<file path="config.mk">
export PLATFORM = sky130hd
export DESIGN_NAME = mc_ctrl_flat
export DESIGN_NICKNAME = d
export VERILOG_FILES = /design/src/rtl/mc_ctrl_if.sv /design/src/rtl/mc_ctrl.sv /design/src/flat_wrapper.sv
export SDC_FILE = /design/constraint.sdc
export NUM_CORES = 1
export LEC_CHECK = 0
export CORE_ASPECT_RATIO = 0.6
export CORE_MARGIN = 1
export CORE_UTILIZATION = 42
export DETAILED_ROUTE_END_ITERATION = 8
export PLACE_DENSITY = 0.7
export SLEW_MARGIN = 20
export SYNTH_ARGS = -nofsm -noshare
export SYNTH_HDL_FRONTEND = slang
export SYNTH_SLANG_ARGS = --single-unit
</file>
<file path="constraint.sdc">
create_clock -name clk -period 3.1 [get_ports clk]
set_clock_uncertainty 0.2 [all_clocks]
set_input_delay 0.31 -clock clk [delete_from_list [all_inputs] [get_ports clk]]
set_output_delay 0.31 -clock clk [all_outputs]
set_load 0.01 [all_outputs]
</file>
<file path="src/rtl/mc_ctrl_if.sv">
// rtl/mc_ctrl_if.sv - control bundle between the multi-cycle controller and the MIPS datapath
interface mc_ctrl_if #(
    parameter int CNT_W = 32
);
    logic [5:0]       opcode;
    logic [5:0]       funct;
    logic             zero;
    logic             pc_wr;
    logic             ir_wr;
    logic             reg_wr;
    logic             mem_wr;
    logic [1:0]       reg_dst;
    logic [1:0]       wd_sel;
    logic             alu_src;
    logic [2:0]       alu_op;
    logic [1:0]       ext_op;
    logic [1:0]       pc_src;
    logic [3:0]       state;
    logic             illegal;
    logic             instr_done;
    logic [CNT_W-1:0] retired;

    // Controller side: reads IR fields and the ALU flag, drives every datapath control
    modport master (
        input  opcode, funct, zero,
        output pc_wr, ir_wr, reg_wr, mem_wr, reg_dst, wd_sel, alu_src,
               alu_op, ext_op, pc_src, state, illegal, instr_done, retired
    );

    // Datapath side: supplies IR fields and the ALU flag, consumes the controls
    modport slave (
        output opcode, funct, zero,
        input  pc_wr, ir_wr, reg_wr, mem_wr, reg_dst, wd_sel, alu_src,
               alu_op, ext_op, pc_src, state, illegal, instr_done, retired
    );
endinterface

</file>
<file path="src/rtl/mc_ctrl.sv">
// rtl/mc_ctrl.sv - Moore FSM control unit for the multi-cycle MIPS datapath
module mc_ctrl #(
    parameter int CNT_W = 32
) (
    input  logic     clk,
    input  logic     reset,
    mc_ctrl_if.master ctl
);
    typedef enum logic [3:0] {
        S_FETCH  = 4'd0,
        S_DECODE = 4'd1,
        S_EXE    = 4'd2,
        S_MADDR  = 4'd3,
        S_MRD    = 4'd4,
        S_MWR    = 4'd5,
        S_WB     = 4'd6,
        S_BR     = 4'd7,
        S_JMP    = 4'd8
    } state_t;

    localparam logic [2:0] ALU_ADD  = 3'd0;
    localparam logic [2:0] ALU_SUB  = 3'd1;
    localparam logic [2:0] ALU_OR   = 3'd2;
    localparam logic [2:0] ALU_LUI  = 3'd3;

    state_t           state_q, state_d;
    logic [CNT_W-1:0] retired_q, retired_d;

    logic is_r, is_addu, is_subu, is_jr, is_ori, is_lui;
    logic is_lw, is_sw, is_beq, is_j, is_jal;
    logic is_alu, is_mem, is_jump, legal;

    logic             pc_wr, ir_wr, reg_wr, mem_wr, alu_src;
    logic [1:0]       reg_dst, wd_sel, ext_op, pc_src;
    logic [2:0]       alu_op;
    logic             illegal, instr_done;

    // IR is held by the datapath, so decoding straight off opcode/funct is stable after FETCH
    always_comb begin
        is_r    = (ctl.opcode == 6'h00);
        is_addu = is_r && (ctl.funct == 6'h21);
        is_subu = is_r && (ctl.funct == 6'h23);
        is_jr   = is_r && (ctl.funct == 6'h08);
        is_ori  = (ctl.opcode == 6'h0D);
        is_lui  = (ctl.opcode == 6'h0F);
        is_lw   = (ctl.opcode == 6'h23);
        is_sw   = (ctl.opcode == 6'h2B);
        is_beq  = (ctl.opcode == 6'h04);
        is_j    = (ctl.opcode == 6'h02);
        is_jal  = (ctl.opcode == 6'h03);
        is_alu  = is_addu | is_subu | is_ori | is_lui;
        is_mem  = is_lw | is_sw;
        is_jump = is_j | is_jal | is_jr;
        legal   = is_alu | is_mem | is_beq | is_jump;
    end

    // Next-state sequencing; unsupported opcodes fall straight back to FETCH as a nop
    always_comb begin
        state_d = S_FETCH;
        unique case (state_q)
            S_FETCH:  state_d = S_DECODE;
            S_DECODE: begin
                if (is_alu)       state_d = S_EXE;
                else if (is_mem)  state_d = S_MADDR;
                else if (is_beq)  state_d = S_BR;
                else if (is_jump) state_d = S_JMP;
                else              state_d = S_FETCH;
            end
            S_EXE:    state_d = S_WB;
            S_MADDR:  state_d = is_lw ? S_MRD : S_MWR;
            S_MRD:    state_d = S_WB;
            default:  state_d = S_FETCH;
        endcase
    end

    // Moore outputs per state; everything is held at zero while reset is high
    always_comb begin
        pc_wr      = 1'b0;
        ir_wr      = 1'b0;
        reg_wr     = 1'b0;
        mem_wr     = 1'b0;
        reg_dst    = 2'd0;
        wd_sel     = 2'd0;
        alu_src    = 1'b0;
        alu_op     = ALU_ADD;
        ext_op     = 2'd0;
        pc_src     = 2'd0;
        illegal    = 1'b0;
        instr_done = 1'b0;
        if (!reset) begin
            unique case (state_q)
                S_FETCH: begin
                    ir_wr = 1'b1;
                    pc_wr = 1'b1;
                end
                S_DECODE: begin
                    if (!legal) begin
                        illegal    = 1'b1;
                        instr_done = 1'b1;
                    end
                end
                S_EXE: begin
                    if (is_subu) alu_op = ALU_SUB;
                    if (is_ori)  alu_op = ALU_OR;
                    if (is_lui)  alu_op = ALU_LUI;
                    alu_src = is_ori | is_lui;
                end
                S_MADDR: begin
                    alu_src = 1'b1;
                    ext_op  = 2'd1;
                end
                S_MWR: begin
                    mem_wr     = 1'b1;
                    instr_done = 1'b1;
                end
                S_WB: begin
                    reg_wr     = 1'b1;
                    instr_done = 1'b1;
                    reg_dst    = is_r  ? 2'd1 : 2'd0;
                    wd_sel     = is_lw ? 2'd1 : 2'd0;
                end
                S_BR: begin
                    alu_op     = ALU_SUB;
                    ext_op     = 2'd2;
                    pc_src     = 2'd1;
                    pc_wr      = ctl.zero;
                    instr_done = 1'b1;
                end
                S_JMP: begin
                    pc_wr      = 1'b1;
                    instr_done = 1'b1;
                    pc_src     = is_jr ? 2'd3 : 2'd2;
                    if (is_jal) begin
                        reg_wr  = 1'b1;
                        reg_dst = 2'd2;
                        wd_sel  = 2'd2;
                    end
                end
                default: ;
            endcase
        end
    end

    // Retired counter wraps silently; instr_done is already gated off during reset
    always_comb begin
        retired_d = retired_q;
        if (instr_done) retired_d = retired_q + CNT_W'(1);
    end

    // State and counter registers with synchronous reset
    always_ff @(posedge clk) begin
        if (reset) begin
            state_q   <= S_FETCH;
            retired_q <= '0;
        end else begin
            state_q   <= state_d;
            retired_q <= retired_d;
        end
    end

    assign ctl.pc_wr      = pc_wr;
    assign ctl.ir_wr      = ir_wr;
    assign ctl.reg_wr     = reg_wr;
    assign ctl.mem_wr     = mem_wr;
    assign ctl.reg_dst    = reg_dst;
    assign ctl.wd_sel     = wd_sel;
    assign ctl.alu_src    = alu_src;
    assign ctl.alu_op     = alu_op;
    assign ctl.ext_op     = ext_op;
    assign ctl.pc_src     = pc_src;
    assign ctl.illegal    = illegal;
    assign ctl.instr_done = instr_done;
    assign ctl.state      = reset ? 4'd0 : state_q;
    assign ctl.retired    = reset ? '0 : retired_q;
endmodule

</file>
<file path="src/flat_wrapper.sv">
// flat-port wrapper written by rule: the top's interface ports become plain ports
module mc_ctrl_flat 
#(
    parameter int CNT_W = 32
)
  (clk, reset, ctl_opcode, ctl_funct, ctl_zero, ctl_pc_wr, ctl_ir_wr, ctl_reg_wr, ctl_mem_wr, ctl_reg_dst, ctl_wd_sel, ctl_alu_src, ctl_alu_op, ctl_ext_op, ctl_pc_src, ctl_state, ctl_illegal, ctl_instr_done, ctl_retired);
  mc_ctrl_if #(.CNT_W(CNT_W)) ctl_i ();
  input  logic clk;
  input  logic reset;
  input wire logic [$bits(ctl_i.opcode)-1:0] ctl_opcode;
  input wire logic [$bits(ctl_i.funct)-1:0] ctl_funct;
  input wire logic [$bits(ctl_i.zero)-1:0] ctl_zero;
  output wire logic [$bits(ctl_i.pc_wr)-1:0] ctl_pc_wr;
  output wire logic [$bits(ctl_i.ir_wr)-1:0] ctl_ir_wr;
  output wire logic [$bits(ctl_i.reg_wr)-1:0] ctl_reg_wr;
  output wire logic [$bits(ctl_i.mem_wr)-1:0] ctl_mem_wr;
  output wire logic [$bits(ctl_i.reg_dst)-1:0] ctl_reg_dst;
  output wire logic [$bits(ctl_i.wd_sel)-1:0] ctl_wd_sel;
  output wire logic [$bits(ctl_i.alu_src)-1:0] ctl_alu_src;
  output wire logic [$bits(ctl_i.alu_op)-1:0] ctl_alu_op;
  output wire logic [$bits(ctl_i.ext_op)-1:0] ctl_ext_op;
  output wire logic [$bits(ctl_i.pc_src)-1:0] ctl_pc_src;
  output wire logic [$bits(ctl_i.state)-1:0] ctl_state;
  output wire logic [$bits(ctl_i.illegal)-1:0] ctl_illegal;
  output wire logic [$bits(ctl_i.instr_done)-1:0] ctl_instr_done;
  output wire logic [$bits(ctl_i.retired)-1:0] ctl_retired;
  assign ctl_i.opcode = ctl_opcode;
  assign ctl_i.funct = ctl_funct;
  assign ctl_i.zero = ctl_zero;
  assign ctl_pc_wr = ctl_i.pc_wr;
  assign ctl_ir_wr = ctl_i.ir_wr;
  assign ctl_reg_wr = ctl_i.reg_wr;
  assign ctl_mem_wr = ctl_i.mem_wr;
  assign ctl_reg_dst = ctl_i.reg_dst;
  assign ctl_wd_sel = ctl_i.wd_sel;
  assign ctl_alu_src = ctl_i.alu_src;
  assign ctl_alu_op = ctl_i.alu_op;
  assign ctl_ext_op = ctl_i.ext_op;
  assign ctl_pc_src = ctl_i.pc_src;
  assign ctl_state = ctl_i.state;
  assign ctl_illegal = ctl_i.illegal;
  assign ctl_instr_done = ctl_i.instr_done;
  assign ctl_retired = ctl_i.retired;
  mc_ctrl #(.CNT_W(CNT_W)) u_core (.clk(clk), .reset(reset), .ctl(ctl_i));
endmodule
</file>
==> impl_metrics.env <==
export IMPL_outcome="finished with violations"
export IMPL_violations="DRC"
export IMPL_grt_max_degree=38
export IMPL_grt_antenna_before_repair=0
export IMPL_path_clk_slew_ns=0.06
export IMPL_critical_path_max_stage_delay_ns=0.58
export IMPL_syn_avg_cell_area_um2=7.80
export IMPL_synth_edf_count=0
export IMPL_max_freq_mhz=332
export IMPL_die_h_um=59.8
export IMPL_path_class="input port to primary output"
export IMPL_ios=69
export IMPL_async_reset_ff_share_pct=0
export IMPL_worst_ep_arrival_time_ns=2.50
export IMPL_crit_required_ns=2.59
export IMPL_hold_buffers=0
export IMPL_finalSetupViolCount=0
export IMPL_post_route_period_util_pct=97.2
export IMPL_rows=20
export IMPL_drtPass1Iterations=6
export IMPL_fillers=484
export IMPL_preCtsSetupSlack_ns=-0.00911
export IMPL_fin_nets=384
export IMPL_hold_violations=0
export IMPL_yosysMostFrequentCell="nor2_1"
export IMPL_start_kind="input port"
export IMPL_clock_latency_ns=0.29
export IMPL_cts_sinks=36
export IMPL_cts_made_buffers=5
export IMPL_finalNonFillerCells=434
export IMPL_p_per_area_mw_per_mm2=342
export IMPL_grt_util_met2_pct=29.5
export IMPL_yosysTopAreaCell="dfxtp_1"
export IMPL_met3_usage_pct=5.38
export IMPL_netlist_area_mm2=0.00234
export IMPL_stdcell_area_mm2=0.00317
export IMPL_leakagePower_nw=1.08
export IMPL_clockBufferDepth=2
export IMPL_synth_seq_cells=36
export IMPL_grt_pass1_vias=2006
export IMPL_grt_overflow_total=0
export IMPL_syn_nets=316
export IMPL_post_dp_cell_area_mm2=0.00307
export IMPL_yosys_most_used_dff="dfxtp_1"
export IMPL_antenna_cells=0
export IMPL_synth_top_area_share_pct=30.8
export IMPL_drc_errors=2
export IMPL_hp_class="input port to flop"
export IMPL_finalMaxSlewViolations=0
export IMPL_syn_inst=300
export IMPL_routed_via_density=5.58
export IMPL_grt_use_met1_pct=33.1
export IMPL_grt_pass1_wl_um=10100
export IMPL_fp_dieW_um=98.4
export IMPL_drt_iter0_drc=180
export IMPL_synth_area_top_cells="dfxtp_1 (31%), nor2b_1 (9.1%), nor2_1 (6.4%), xor2_1 (3.7%), nand2_1 (3.5%)"
export IMPL_path_cells="clkdlybuf4s50_1 > nor2_1 > and4_1 > buf_4 > nor3_1 > nand2_1 > nor3_1 > clkdlybuf4s50_1"
export IMPL_postRouteAntennaNets=0
export IMPL_areaGrowthSynthToFinish_pct=35.3
export IMPL_timing_hold_ws_ns=0.232
export IMPL_die_area_mm2=0.00588
export IMPL_cts_tree="done"
export IMPL_yosysUniqueCellTypes=52
export IMPL_grt_busiest_layer="met1"
export IMPL_dpl_hpwl_um=4820
export IMPL_start_util_pct=45.0
export IMPL_peakVddDrop_mv=0.169
export IMPL_dp_cells=427
export IMPL_wirelength_um=6220
export IMPL_cap_violations=0
export IMPL_numPortBuffers=67
export IMPL_vias=2420
export IMPL_cp_num_buf_inv=3
export IMPL_slowest_stage="clkdlybuf4s50_1"
export IMPL_cp_end_kind="primary output"
export IMPL_period_needed_ns=3.01
export IMPL_yosysSeqAreaShare_pct=30.8
export IMPL_critPathTopFamily="buffers and inverters"
export IMPL_utilization_pct=60.8
export IMPL_setup_slack_ns=0.0859
export IMPL_htree_levels=2
export IMPL_drive_gt1_share_pct=10.6
export IMPL_cts_root_buf="clkbuf_8"
export IMPL_wl_per_cell_um=14.3
export IMPL_place_congestion=0.899
export IMPL_track_usage_pct=21.7
export IMPL_synthTopCellsByCount="nor2_1 (40), dfxtp_1 (36), nor2b_1 (34)"
export IMPL_core_area_mm2=0.00520
export IMPL_yosys_warnings=0
export IMPL_cp_max_fo=6
[cell type report]
type,count,area [um^2],share of cell area [%]
multi-input cells,240,1510,47.7
clock buffers,6,72.6,2.29
repair buffers,77,743,23.5
clock inverters,1,5.00,0.158
well taps,66,82.6,2.61
flip-flops and latches,36,721,22.8
inverters,8,30.0,0.949
[worst register-to-register path: cells and delay by family (launching register included)]
kind | cells | cell delay (ns)
flops | 1 | 0.47
compound gates | 2 | 0.38
mux | 1 | 0.37
simple gates | 3 | 0.90
buf+inv | 1 | 0.20
[layer usage]
layer	vias to the layer above	wire, um	part of all wire (%)
li1	1200	-	-
met1	1142	3290	53
met2	70	2440	39
met3	8	400	6.4
met4	0	81	1.3
met5	-	0	0
[where the power goes]
part	total [W]	switching (W)	internal, W
Sequential	0.000500	0.0000239	0.000476
Combinational	0.000262	0.000145	0.000117
Clock	0.000320	0.000167	0.000153
[final timing paths]
check | depth (start not counted) | slack [ns] | end | from
min reg2reg | 2 | 0.31 | u_core.retired_q[15] | u_core.retired_q[15]
max reg2reg | 7 | 0.48 | u_core.retired_q[31] | u_core.state_q[1]
min | 3 | 0.23 | u_core.state_q[3] | reset
max | 8 | 0.09 | ctl_illegal | ctl_opcode[1]
[flip-flops by register name, summed over array words and instances, names as in the netlist]
name,flops
u_core.retired_q,32
u_core.state_q,4
[cells by family (layout without fill, tap and decap cells)]
group           Yosys count  in the layout  share of synthesized area (%)
buf+inv                  24             92                           5.35
flops                    36             36                           30.8
fa+ha+maj                 1              1                          0.535
other cells               1              1                          0.160
simple gates            174            174                           43.3
compound gates           46             46                           12.4
xor+xnor                 11             11                           4.12
mux                       7              7                           3.32
[per-stage QoR]
| step | setup TNS [ns] | total power, W |
|---|---|---|
| CTS | 0 | 0.00108 |
| finish | 0 | 0.00108 |
| global route | -0.00287 | 0.00113 |
| floorplan | 0 | 0.000677 |
| global placement | 0 | 0.000762 |
| detailed placement | -0.00911 | 0.000765 |
[timing repair]
| item | CTS | global route |
|---|---|---|
| gates cloned | 0 | 0 |
| endpoints found under the setup margin | 1 | 2 |
| setup buffers | 0 | 0 |
| resized for setup | 1 | 3 |
[cells in the final DEF (no fill, tap or decap), types with 2 or more instances in the layout]
cell,Yosys,final
nor2_1,40,39
nor4_2,2,2
mux2_1,2,2
and4_1,3,3
nand2_1,22,22
and3_1,3,3
nor2b_1,34,34
nor4b_1,3,3
nand4b_1,2,2
nor4_1,3,2
buf_4,3,10
nand4_1,10,10
or4_1,4,4
mux2_2,4,4
clkdlybuf4s50_1,0,65
nor4b_2,3,3
nand3_1,12,12
o31ai_1,3,3
o21ai_0,14,14
xor2_1,10,10
a21oi_1,16,16
nor3_1,9,9
or3_1,13,13
clkbuf_8,0,5
a211oi_1,2,2
o22ai_1,2,2
inv_1,8,8
or2_2,2,2
dfxtp_1,36,36
No activity file was read; power rests on OpenSTA's default activity.
